[src/rtl/imm_pkg.sv]
// Shared opcode constants and immediate format codes for the decode-path
// immediate generator.
package imm_pkg;

    localparam int FMT_W = 3;

    typedef enum logic [FMT_W-1:0] {
        FMT_NONE = 3'd0,
        FMT_I    = 3'd1,
        FMT_S    = 3'd2,
        FMT_B    = 3'd3,
        FMT_U    = 3'd4,
        FMT_J    = 3'd5,
        FMT_Z    = 3'd6,
        FMT_SH   = 3'd7
    } fmt_e;

    localparam logic [6:0] OPC_LOAD      = 7'b0000011;
    localparam logic [6:0] OPC_FENCE     = 7'b0001111;
    localparam logic [6:0] OPC_OP_IMM    = 7'b0010011;
    localparam logic [6:0] OPC_AUIPC     = 7'b0010111;
    localparam logic [6:0] OPC_OP_IMM_32 = 7'b0011011;
    localparam logic [6:0] OPC_STORE     = 7'b0100011;
    localparam logic [6:0] OPC_OP        = 7'b0110011;
    localparam logic [6:0] OPC_LUI       = 7'b0110111;
    localparam logic [6:0] OPC_BRANCH    = 7'b1100011;
    localparam logic [6:0] OPC_JALR      = 7'b1100111;
    localparam logic [6:0] OPC_JAL       = 7'b1101111;
    localparam logic [6:0] OPC_SYSTEM    = 7'b1110011;

    // JALR is excluded: its base register is not known at this stage.
    function automatic logic is_pc_rel(input fmt_e fmt, input logic [6:0] opcode);
        return (fmt == FMT_B) || (fmt == FMT_J) || (opcode == OPC_AUIPC);
    endfunction

endpackage

[src/rtl/imm_decode_stage_if.sv]
// Upstream/downstream handshake bundle of the immediate-generation stage.
// The stage itself uses the slave view; its environment uses the master view.
interface imm_decode_stage_if import imm_pkg::*; #(
    parameter int XLEN = 32
);
    logic            in_valid;
    logic            in_ready;
    logic [31:0]     in_instr;
    logic [XLEN-1:0] in_pc;
    logic            out_valid;
    logic            out_ready;
    logic [XLEN-1:0] out_imm;
    fmt_e            out_fmt;
    logic [XLEN-1:0] out_target;
    logic            out_illegal;

    modport slave (
        input  in_valid, in_instr, in_pc, out_ready,
        output in_ready, out_valid, out_imm, out_fmt, out_target, out_illegal
    );

    modport master (
        output in_valid, in_instr, in_pc, out_ready,
        input  in_ready, out_valid, out_imm, out_fmt, out_target, out_illegal
    );
endinterface

[src/rtl/imm_fmt_decode.sv]
// Combinational immediate classifier: instruction word -> extended immediate,
// format code and unsupported-encoding flag.
module imm_fmt_decode import imm_pkg::*; #(
    parameter int XLEN = 32
) (
    input  logic [31:0]     instr,
    output logic [XLEN-1:0] imm,
    output fmt_e            fmt,
    output logic            illegal
);
    logic [6:0]      opcode;
    logic [2:0]      funct3;
    logic            is_shift;
    logic [5:0]      shamt;
    logic [XLEN-1:0] imm_i, imm_s, imm_b, imm_j, imm_u;

    assign opcode   = instr[6:0];
    assign funct3   = instr[14:12];
    assign is_shift = (funct3[1:0] == 2'b01);
    assign shamt    = (XLEN == 64) ? instr[25:20] : {1'b0, instr[24:20]};

    assign imm_i = XLEN'(signed'(instr[31:20]));
    assign imm_s = XLEN'(signed'({instr[31:25], instr[11:7]}));
    assign imm_b = XLEN'(signed'({instr[31], instr[7], instr[30:25], instr[11:8], 1'b0}));
    assign imm_j = XLEN'(signed'({instr[31], instr[19:12], instr[20], instr[30:21], 1'b0}));
    assign imm_u = XLEN'(signed'({instr[31:12], 12'b0}));

    // NOTE: every output gets a default before the case so no path can infer a latch.
    always_comb begin
        imm     = '0;
        fmt     = FMT_NONE;
        illegal = 1'b0;
        if (instr[1:0] != 2'b11) begin
            illegal = 1'b1;
        end else begin
            unique case (opcode)
                OPC_LOAD, OPC_JALR: begin
                    fmt = FMT_I;
                    imm = imm_i;
                end
                OPC_OP_IMM: begin
                    if (is_shift) begin
                        fmt     = FMT_SH;
                        imm     = XLEN'(shamt);
                        illegal = (XLEN == 32) && instr[25];
                    end else begin
                        fmt = FMT_I;
                        imm = imm_i;
                    end
                end
                OPC_OP_IMM_32: begin
                    if (XLEN == 32) begin
                        illegal = 1'b1;
                    end else if (is_shift) begin
                        fmt     = FMT_SH;
                        imm     = XLEN'(instr[24:20]);
                        illegal = instr[25];
                    end else begin
                        fmt = FMT_I;
                        imm = imm_i;
                    end
                end
                OPC_STORE: begin
                    fmt = FMT_S;
                    imm = imm_s;
                end
                OPC_BRANCH: begin
                    fmt = FMT_B;
                    imm = imm_b;
                end
                OPC_JAL: begin
                    fmt = FMT_J;
                    imm = imm_j;
                end
                OPC_LUI, OPC_AUIPC: begin
                    fmt = FMT_U;
                    imm = imm_u;
                end
                OPC_SYSTEM: begin
                    if (funct3[2]) begin
                        fmt = FMT_Z;
                        imm = XLEN'(instr[19:15]);
                    end
                end
                OPC_OP, OPC_FENCE: ;
                default: illegal = 1'b1;
            endcase
        end
    end
endmodule

[src/rtl/imm_decode_stage.sv]
// Registered immediate-generation stage: decode + target adder ahead of an
// output register backed by a one-entry skid buffer.
module imm_decode_stage import imm_pkg::*; #(
    parameter int XLEN = 32
) (
    input logic               clk,
    input logic               rst_n,
    input logic               flush,
    imm_decode_stage_if.slave bus
);
    logic [XLEN-1:0] dec_imm, dec_target;
    fmt_e            dec_fmt;
    logic            dec_illegal;

    logic            out_valid_q, skid_valid_q;
    logic [XLEN-1:0] out_imm_q, out_target_q, skid_imm_q, skid_target_q;
    fmt_e            out_fmt_q, skid_fmt_q;
    logic            out_illegal_q, skid_illegal_q;

    logic accept, out_free, load_out_new, load_skid, skid_to_out;

    imm_fmt_decode #(.XLEN(XLEN)) u_fmt_decode (
        .instr   (bus.in_instr),
        .imm     (dec_imm),
        .fmt     (dec_fmt),
        .illegal (dec_illegal)
    );

    assign dec_target = bus.in_pc + (is_pc_rel(dec_fmt, bus.in_instr[6:0]) ? dec_imm : XLEN'(4));

    // in_ready depends only on the skid flag, never on out_ready.
    assign accept       = bus.in_valid & ~skid_valid_q;
    assign out_free     = ~out_valid_q | bus.out_ready;
    assign load_out_new = ~flush & accept & out_free;
    assign load_skid    = ~flush & accept & ~out_free;
    assign skid_to_out  = ~flush & skid_valid_q & bus.out_ready;

    always_ff @(posedge clk or negedge rst_n) begin
        if (!rst_n) begin
            out_valid_q   <= 1'b0;
            skid_valid_q  <= 1'b0;
            out_imm_q     <= '0;
            out_fmt_q     <= FMT_NONE;
            out_target_q  <= '0;
            out_illegal_q <= 1'b0;
        end else if (flush) begin
            out_valid_q  <= 1'b0;
            skid_valid_q <= 1'b0;
        end else begin
            if (skid_to_out) begin
                out_valid_q   <= 1'b1;
                skid_valid_q  <= 1'b0;
                out_imm_q     <= skid_imm_q;
                out_fmt_q     <= skid_fmt_q;
                out_target_q  <= skid_target_q;
                out_illegal_q <= skid_illegal_q;
            end else if (load_out_new) begin
                out_valid_q   <= 1'b1;
                out_imm_q     <= dec_imm;
                out_fmt_q     <= dec_fmt;
                out_target_q  <= dec_target;
                out_illegal_q <= dec_illegal;
            end else if (bus.out_ready) begin
                out_valid_q <= 1'b0;
            end
            if (load_skid) begin
                skid_valid_q <= 1'b1;
            end
        end
    end

    // NOTE: skid payload has no reset; it is only read while skid_valid_q is set.
    always_ff @(posedge clk) begin
        if (load_skid) begin
            skid_imm_q     <= dec_imm;
            skid_fmt_q     <= dec_fmt;
            skid_target_q  <= dec_target;
            skid_illegal_q <= dec_illegal;
        end
    end

    assign bus.in_ready    = ~skid_valid_q;
    assign bus.out_valid   = out_valid_q;
    assign bus.out_imm     = out_imm_q;
    assign bus.out_fmt     = out_fmt_q;
    assign bus.out_target  = out_target_q;
    assign bus.out_illegal = out_illegal_q;
endmodule

[src/flat_wrapper.sv]
// flat-port wrapper written by rule: the top's interface ports become plain ports
module imm_decode_stage_flat import imm_pkg::*;
#(
    parameter int XLEN = 32
)
  (clk, rst_n, flush, bus_in_valid, bus_in_instr, bus_in_pc, bus_out_ready, bus_in_ready, bus_out_valid, bus_out_imm, bus_out_fmt, bus_out_target, bus_out_illegal);
  imm_decode_stage_if #(.XLEN(XLEN)) bus_i ();
  input logic clk;
  input logic rst_n;
  input logic flush;
  input wire logic [$bits(bus_i.in_valid)-1:0] bus_in_valid;
  input wire logic [$bits(bus_i.in_instr)-1:0] bus_in_instr;
  input wire logic [$bits(bus_i.in_pc)-1:0] bus_in_pc;
  input wire logic [$bits(bus_i.out_ready)-1:0] bus_out_ready;
  output wire logic [$bits(bus_i.in_ready)-1:0] bus_in_ready;
  output wire logic [$bits(bus_i.out_valid)-1:0] bus_out_valid;
  output wire logic [$bits(bus_i.out_imm)-1:0] bus_out_imm;
  output wire logic [$bits(bus_i.out_fmt)-1:0] bus_out_fmt;
  output wire logic [$bits(bus_i.out_target)-1:0] bus_out_target;
  output wire logic [$bits(bus_i.out_illegal)-1:0] bus_out_illegal;
  assign bus_i.in_valid = bus_in_valid;
  assign bus_i.in_instr = bus_in_instr;
  assign bus_i.in_pc = bus_in_pc;
  assign bus_i.out_ready = bus_out_ready;
  assign bus_in_ready = bus_i.in_ready;
  assign bus_out_valid = bus_i.out_valid;
  assign bus_out_imm = bus_i.out_imm;
  assign bus_out_fmt = bus_i.out_fmt;
  assign bus_out_target = bus_i.out_target;
  assign bus_out_illegal = bus_i.out_illegal;
  imm_decode_stage #(.XLEN(XLEN)) u_core (.clk(clk), .rst_n(rst_n), .flush(flush), .bus(bus_i));
endmodule
[config.mk]
export PLATFORM = sky130hd
export DESIGN_NAME = imm_decode_stage_flat
export DESIGN_NICKNAME = d
export VERILOG_FILES = /design/src/rtl/imm_pkg.sv /design/src/rtl/imm_decode_stage_if.sv /design/src/rtl/imm_fmt_decode.sv /design/src/rtl/imm_decode_stage.sv /design/src/flat_wrapper.sv
export SDC_FILE = /design/constraint.sdc
export NUM_CORES = 1
export LEC_CHECK = 0
export CORE_MARGIN = 4
export CORE_UTILIZATION = 53
export CTS_CLUSTER_DIAMETER = 60
export DETAILED_ROUTE_END_ITERATION = 10
export GPL_ROUTABILITY_DRIVEN = 0
export GPL_TIMING_DRIVEN = 1
export PLACE_DENSITY = 0.9
export SLEW_MARGIN = 20
export SYNTH_ARGS = -nofsm -noshare
export SYNTH_HDL_FRONTEND = slang
export SYNTH_HIERARCHICAL = 1
export SYNTH_SLANG_ARGS = --single-unit
export TNS_END_PERCENT = 30
[constraint.sdc]
create_clock -name clk -period 3 [get_ports clk]
set_clock_uncertainty 0.1 [all_clocks]
set_input_delay 0.3 -clock clk [delete_from_list [all_inputs] [get_ports clk]]
set_output_delay 0.3 -clock clk [all_outputs]
set_load 0.1 [all_outputs]
Word-level counts from Yosys, hierarchy flattened
Cells that the tools add are included.
{"block": "totals", "n_memories": 0, "regBits": 138, "word_cells": 73, "ram_bits": 0, "input_bits": 69, "romBits": 0, "latch_bits": 0}
{"block": "op_classes", "eq_ne": 15, "n_lt_le_gt_ge": 0, "n_reduce_logical": 9, "n_mul": 0, "n_shift": 0, "addsub": 1, "n_mux": 27, "div": 0, "bitwise_logic": 11}
{"operator": "32-bit 2-to-1 mux", "n": 7}
{"operator": "32-bit one-hot mux with 7 select lines", "n": 1}
{"operator": "32-bit adder", "n": 1}
{"operator": "7-bit == test, second input constant", "n": 4}
{"operator": "7-bit by 6-bit == test with 1-bit output, second input constant", "n": 3}
{"operator": "3-bit one-hot mux with 7 select lines", "n": 1}
{"operator": "3-bit 2-to-1 mux", "n": 5}
{"operator": "7-bit by 5-bit == test with 1-bit output, second input constant", "n": 2}
{"operator": "1-bit 2-to-1 mux", "n": 11}
{"operator": "10-bit OR reduction", "n": 1}
{"operator": "7-bit by 2-bit == test with 1-bit output, second input constant", "n": 1}
{"operator": "7-bit by 4-bit == test with 1-bit output, second input constant", "n": 1}
{"operator": "1-bit bitwise AND", "n": 6}
{"operator": "5-bit 2-to-1 mux", "n": 1}
{"operator": "1-bit inverter", "n": 4}
{"operator": "4-bit nonzero test", "n": 1}
{"operator": "2-bit OR reduction", "n": 2}
{"operator": "3-bit by 2-bit == test with 1-bit output, second input constant", "n": 1}
{"operator": "3-bit == test, second input constant", "n": 1}
{"operator": "3-bit nonzero test", "n": 1}
{"operator": "2-bit by 1-bit == test with 1-bit output, second input constant", "n": 1}
{"operator": "1-bit logical OR", "n": 2}
{"operator": "2-bit inequality test, second input constant", "n": 1}
{"operator": "1-bit one-hot mux with 2 select lines", "n": 1}
{"operator": "3 further kinds", "n": 3}

Longest topological paths before layout
{"block": "depth", "word_depth": 11, "depth_mapped": 20, "ltp_nobuf": 18}

Hierarchy
Netlist, hierarchy kept.
{"module": "imm_decode_stage", "instances": 1, "cells_each": 658, "area_each_um2": 6852.8, "seq_area_each_um2": 3793.6}
{"module": "imm_fmt_decode", "instances": 1, "cells_each": 103, "area_each_um2": 668.1, "seq_area_each_um2": 0.0}

Worst setup path before layout
OpenSTA, ideal clock, no wires.
{"block": "synth_timing", "path_kind": "in2reg", "from": "input port bus_in_instr[3]", "to": "register u_core.skid_target_q[28], data pin", "path_stages": 19, "arrival_time_ps": 4244, "setup_time_ps": 262, "path_buffers": 2, "setup_slack_ps": -1606, "required_ps": 2638, "cell_sequence": "buf_6 or3b_4 a21oi_2 or3_1 xor2_1 a21oi_1 clkbuf_1 nor2b_1 ha_1 fa_1 a21o_1 a311o_1 a21oi_2 o21ai_1 a31oi_2 nor3b_1 a21oi_1 mux2i_1 or2_2"}
{"block": "synth_via", "elab_chain_cells": 9}
{"item": "start: declaration", "line_no": "flat_wrapper.sv:12", "rtl": "input wire logic [$bits(bus_i.in_instr)-1:0] bus_in_instr;"}
{"item": "7-bit by 6-bit == test with 1-bit output (tied with other cells)", "line_no": "imm_fmt_decode.sv:36", "rtl": "unique case (opcode)"}
{"item": "2-bit OR reduction", "line_no": "imm_fmt_decode.sv:36"}
{"item": "3-bit one-hot mux with 7 select lines (*)", "line_no": "imm_fmt_decode.sv:36"}
{"item": "3-bit 2-to-1 mux (*)", "line_no": "imm_fmt_decode.sv:33", "rtl": "if (instr[1:0] != 2'b11) begin"}
{"item": "net u_core.dec_fmt[2]", "line_no": "imm_decode_stage.sv:12", "rtl": "fmt_e dec_fmt;"}
{"item": "3-bit by 2-bit == test with 1-bit output / 3-bit == test (equally long branches)", "line_no": "imm_pkg.sv:33", "rtl": "return (fmt == FMT_B) || (fmt == FMT_J) || (opcode == OPC_AUIPC);"}
{"item": "1-bit logical OR (*) (2 in a row)", "line_no": "imm_pkg.sv:33"}
{"item": "32-bit 2-to-1 mux (*)", "line_no": "imm_decode_stage.sv:29", "rtl": "assign dec_target = bus.in_pc + (is_pc_rel(dec_fmt, bus.in_instr[6:0]) ? dec_imm : XLEN'(4));"}
{"item": "32-bit adder (*)", "line_no": "imm_decode_stage.sv:29"}
{"item": "net u_core.dec_target[28]", "line_no": "imm_decode_stage.sv:11", "rtl": "logic [XLEN-1:0] dec_imm, dec_target;"}
{"item": "end signal: assignment", "line_no": "imm_decode_stage.sv:77", "rtl": "skid_target_q <= dec_target;"}
{"item": "end: declaration", "line_no": "imm_decode_stage.sv:16", "rtl": "logic [XLEN-1:0] out_imm_q, out_target_q, skid_imm_q, skid_target_q;"}
Mark *: on every way through the listed nets, which the timed path passes. The rest lies on a longest branch.
A chain may end at the register's enable or synchronous reset.

Final worst setup path
{"block": "layout_timing", "from": "input port bus_in_instr[2]", "to": "register u_core.out_target_q[31] (netlist: u_core/bus.out_target[31])"}
{"item": "7-bit by 6-bit == test with 1-bit output (tied with other cells)", "line_no": "imm_fmt_decode.sv:36"}
{"item": "2-bit OR reduction", "line_no": "imm_fmt_decode.sv:36"}
{"item": "32-bit one-hot mux with 7 select lines (*)", "line_no": "imm_fmt_decode.sv:36"}
{"item": "32-bit 2-to-1 mux (*)", "line_no": "imm_fmt_decode.sv:33"}
{"item": "net u_core.dec_imm[25]", "line_no": "imm_decode_stage.sv:11"}
{"item": "32-bit 2-to-1 mux (*)", "line_no": "imm_decode_stage.sv:29"}
{"item": "32-bit adder (*)", "line_no": "imm_decode_stage.sv:29"}
{"item": "net u_core.dec_target[31]", "line_no": "imm_decode_stage.sv:11"}
{"item": "32-bit 2-to-1 mux (*)", "line_no": "imm_decode_stage.sv:57", "rtl": "end else if (load_out_new) begin"}
{"item": "32-bit 2-to-1 mux (*)", "line_no": "imm_decode_stage.sv:50", "rtl": "if (skid_to_out) begin"}
{"item": "end signal: assignment", "line_no": "imm_decode_stage.sv:55", "rtl": "out_target_q <= skid_target_q;"}
{"item": "end signal: assignment", "line_no": "imm_decode_stage.sv:61", "rtl": "out_target_q <= dec_target;"}
{"item": "end: declaration", "line_no": "imm_decode_stage.sv:16"}
Mark *: on every way through the listed nets, which the timed path passes. The rest lies on a longest branch. The select of a mux whose other input is x is not followed.

==> results.toml <==
[run_status]
outcome = "finished, violations left"
violations = "negative setup slack"

[power]
p_comb_frac = 0.351
power.leakage_nw = 5.26
p_clk_frac = 0.306
p_int_w = 0.00384
ir_drop_mv = 0.449
fin_total_pwr_w = 0.00668
p_sw_w = 0.00284
p_sw_frac = 0.425
seq_power_share = 0.343
power_per_cell_area_nw_per_um2 = 572

[synthesis]
syn-num-nets = 863
synth_top_cell_by_area = "edfxtp_1"
synth-edff-count = 68
syn_inst = 761
synth.distinct_cells = 63
ys_async_sr_fraction = 0.507
synth-seq-cells = 138
synth_area_um2 = 7520
yosys_warnings = 6
ys.flop_type = "dfrtp_1"
synth_area_leaders = "edfxtp_1 27%, dfrtp_1 23%, nor2_1 6.6%"
syn_area_per_cell_um2 = 9.88
synth_top_area_share = 0.272
ys_seq_area_frac = 0.504

[timing]
slew_violations = 0
tightest_slew_ps = 734
fmax_mhz = 235
fin_ws_ps = -1250
tns_ps = -32240
slew_headroom = 0.511
finalCritPeriodShare = 1.42
setup_viol = 56
rsz0062_at_grt = "yes"
hold_viol = 0
fin_crit_ps = 4250

[floorplanning]
core-area_um2 = 13900
die_w_um = 127
num_rows = 43
initial_core_util = 0.542
pin_count = 139
die_area_um2 = 16200
die_y_um = 127

[worst_setup_path]
regToRegSetupSlack_ps = 610
worstSetupStartpointType = "primary input"
endpoint_kind = "flop"
r2r_cells = 6
crit_arrival_ps = 4470
r2r-start = "u_core/skid_valid_q$_DFFE_PN0P_"
crit_chain = "clkbuf_4 -> buf_4 -> nand4b_1 -> buf_4 -> buf_4 -> a21oi_1 -> buf_4 -> buf_12 -> a21o_1 -> nor2b_1 -> ha_1 -> nand2_1 -> nor2_1 -> and3_1 -> a22oi_2 -> buf_4 -> a21oi_2 -> xnor2_2 -> a21o_1"
max_stage_delay_ps = 540
crit_start = "bus_in_instr[2]"
r2r_end = "u_core/bus.out_target[2]$_DFFE_PN0P_"
required_ps = 3210
path_class = "in2reg"
cp_slowest_cell = "nor2_1"
path_common_cell = "buf_4"
path_max_fanout = 6

[route]
ant_nets = 0
wirelength_um = 33600
vias = 8697
drtIter0Drc = 1412
dr.pass1.iters = 7
viasPerCell = 6.78
wl_per_cell_um = 26.2
drcViolationCount = 0

[grt]
grt_max_degree = 70
grt-ovfl-total = 0
antenna_found_initial = 0
grt.total_usage = 0.359
grt_pass1_wl_um = 45300
grt_pass1_vias = 8307

[placement]
placedCellCount = 1230
dp_hpwl_um = 17700
dp_slack_ps = -1720
io_buffers = 138

[clock_tree]
numCtsBuffers = 17
path_clk_slew_ps = 70
htree_levels = 4
clkLatencyLatePin_ps = 430
numClockSinks = 138
clockBufferDepth = 2
cts_tree = "yes"
cts_root_buffer = "clkbuf_16"

[worst_hold_path]
holdPathEnd = "u_core/skid_imm_q[12]$_DFFE_PP_"
min_from = "bus_in_instr[12]"
hp-class = "in2reg"
hold_path_depth = 3

[cells_and_area]
finalNonFillerCells = 1283
num_antenna_cells = 0
fill_cells = 648
post-route-util = 0.841
layout-drive-gt1-share = 0.390
areaGrowthSynthToFinish_pct = 55.2
nNetsFinal = 1192

[flow_run]
max-cap-violations = 0
-- power by group through the flow --
stage               clock [W]  combinational, W  sequential (W)
floorplan                   0          0.000362         0.00348
global placement            0           0.00216         0.00230
detailed placement          0           0.00220         0.00231
CTS                   0.00200           0.00224         0.00228
global route          0.00213           0.00239         0.00231
finish                0.00204           0.00234         0.00229
-- synthesized netlist by cell type, types with 5 or more instances --
cell type and count:
nor2_1 133, dfrtp_1 70, edfxtp_1 68, nand2_1 56, o22ai_1 51, a21oi_1 45, nor2b_1 39, a21o_1 37
ha_1 32, xnor2_1 21, clkbuf_1 19, o21ai_0 17, nand3_1 13, nand2b_1 12, and2_1 11, inv_1 10
xor2_1 9, a31oi_1 8, buf_1 8, a221o_1 7, a22o_1 7, and3_1 7, nor3_1 7, buf_2 5
o21bai_1 5
-- how the worst max path moves through the flow --
stage / end / depth (start not counted)
after global routing: u_core/bus.out_target[31]$_DFFE_PN0P_ / 20
after floorplan: u_core/skid_target_q[28]$_DFFE_PP_ / 19
after global placement: u_core/bus.out_target[29]$_DFFE_PN0P_ / 19
final: u_core/bus.out_target[31]$_DFFE_PN0P_ / 19
after detailed placement: u_core/bus.out_target[29]$_DFFE_PN0P_ / 18
after CTS: u_core/bus.out_target[26]$_DFFE_PN0P_ / 22
-- final cells by class --
class	count	area, µm²	area share
multi-input cells	577	4180	0.358
repair buffers	346	2880	0.246
clock inverters	15	133	0.0114
clock buffers	17	425	0.0364
well taps	180	225	0.0193
flip-flops and latches	138	3790	0.325
inverters	10	37.5	0.00322
-- critical path, delay by kind of cell --
family / cells / cell delay, ps
simple gates: 5 / 1750
buf+inv: 7 / 1190
compound gates: 5 / 860
fa+ha+maj: 1 / 250
xor+xnor: 1 / 100
-- per-stage QoR --
| stage | hold slack (ps) | area (µm²) |
|---|---|---|
| 6_report | 270 | 11700 |
| 5_1_grt | 265 | 11700 |
| 3_5_place_dp | 293 | 10300 |
| 4_1_cts | 351 | 11300 |
| 2_1_floorplan | -95.6 | 7630 |
| 3_3_place_gp | 290 | 10300 |
-- flip-flops by register name, summed over array words and instances, names as in the netlist --
signal,count
u_core/bus.out_imm,32
u_core/bus.out_valid,1
u_core/skid_illegal_q,1
u_core/skid_fmt_q,3
u_core/skid_valid_q,1
u_core/bus.out_target,32
u_core/skid_imm_q,32
u_core/bus.out_illegal,1
u_core/skid_target_q,32
u_core/bus.out_fmt,3
-- cells in the final DEF (no fill, tap or decap), types with 16 or more instances in the layout --
cell type	Yosys	routed
a21o_1	37	37
a21oi_1	45	25
a21oi_2	4	16
buf_4	2	257
buf_6	2	19
clkbuf_16	0	18
clkdlybuf4s50_1	0	57
dfrtp_1	70	70
edfxtp_1	68	68
ha_1	32	25
nand2_1	56	50
nor2_1	133	130
nor2b_1	39	28
o22ai_1	51	51
-- layer usage --
layer | wire length (µm) | track usage | vias up | part of all wire
met5 | 0 | 0 | - | 0
met4 | 3080 | 0.210 | 0 | 0.092
met3 | 4200 | 0.0681 | 300 | 0.12
met2 | 15300 | 0.597 | 930 | 0.45
met1 | 11100 | 0.439 | 4050 | 0.33
li1 | - | - | 3417 | -
-- cell families after synthesis --
group	Yosys count	share of synthesized area
buffers and inverters	46	0.0268
AOI/OAI and AO/OA	210	0.185
muxes	2	0.00283
adders and majority gates	33	0.0559
and+or+nand+nor	302	0.190
DFF	138	0.504
xor gates and xnor gates	30	0.0349
-- timing repair --
item / 4_1_cts / 5_1_grt
hold buffers: 1 / 0
pin swaps: 50 / 46
endpoints found under the hold margin: 27 / 0
cloned: 1 / 1
buffers inserted: 14 / 7
endpoints found under the setup margin: 59 / 56
resized for setup: 103 / 75
(Power assumes the default switching activity.)
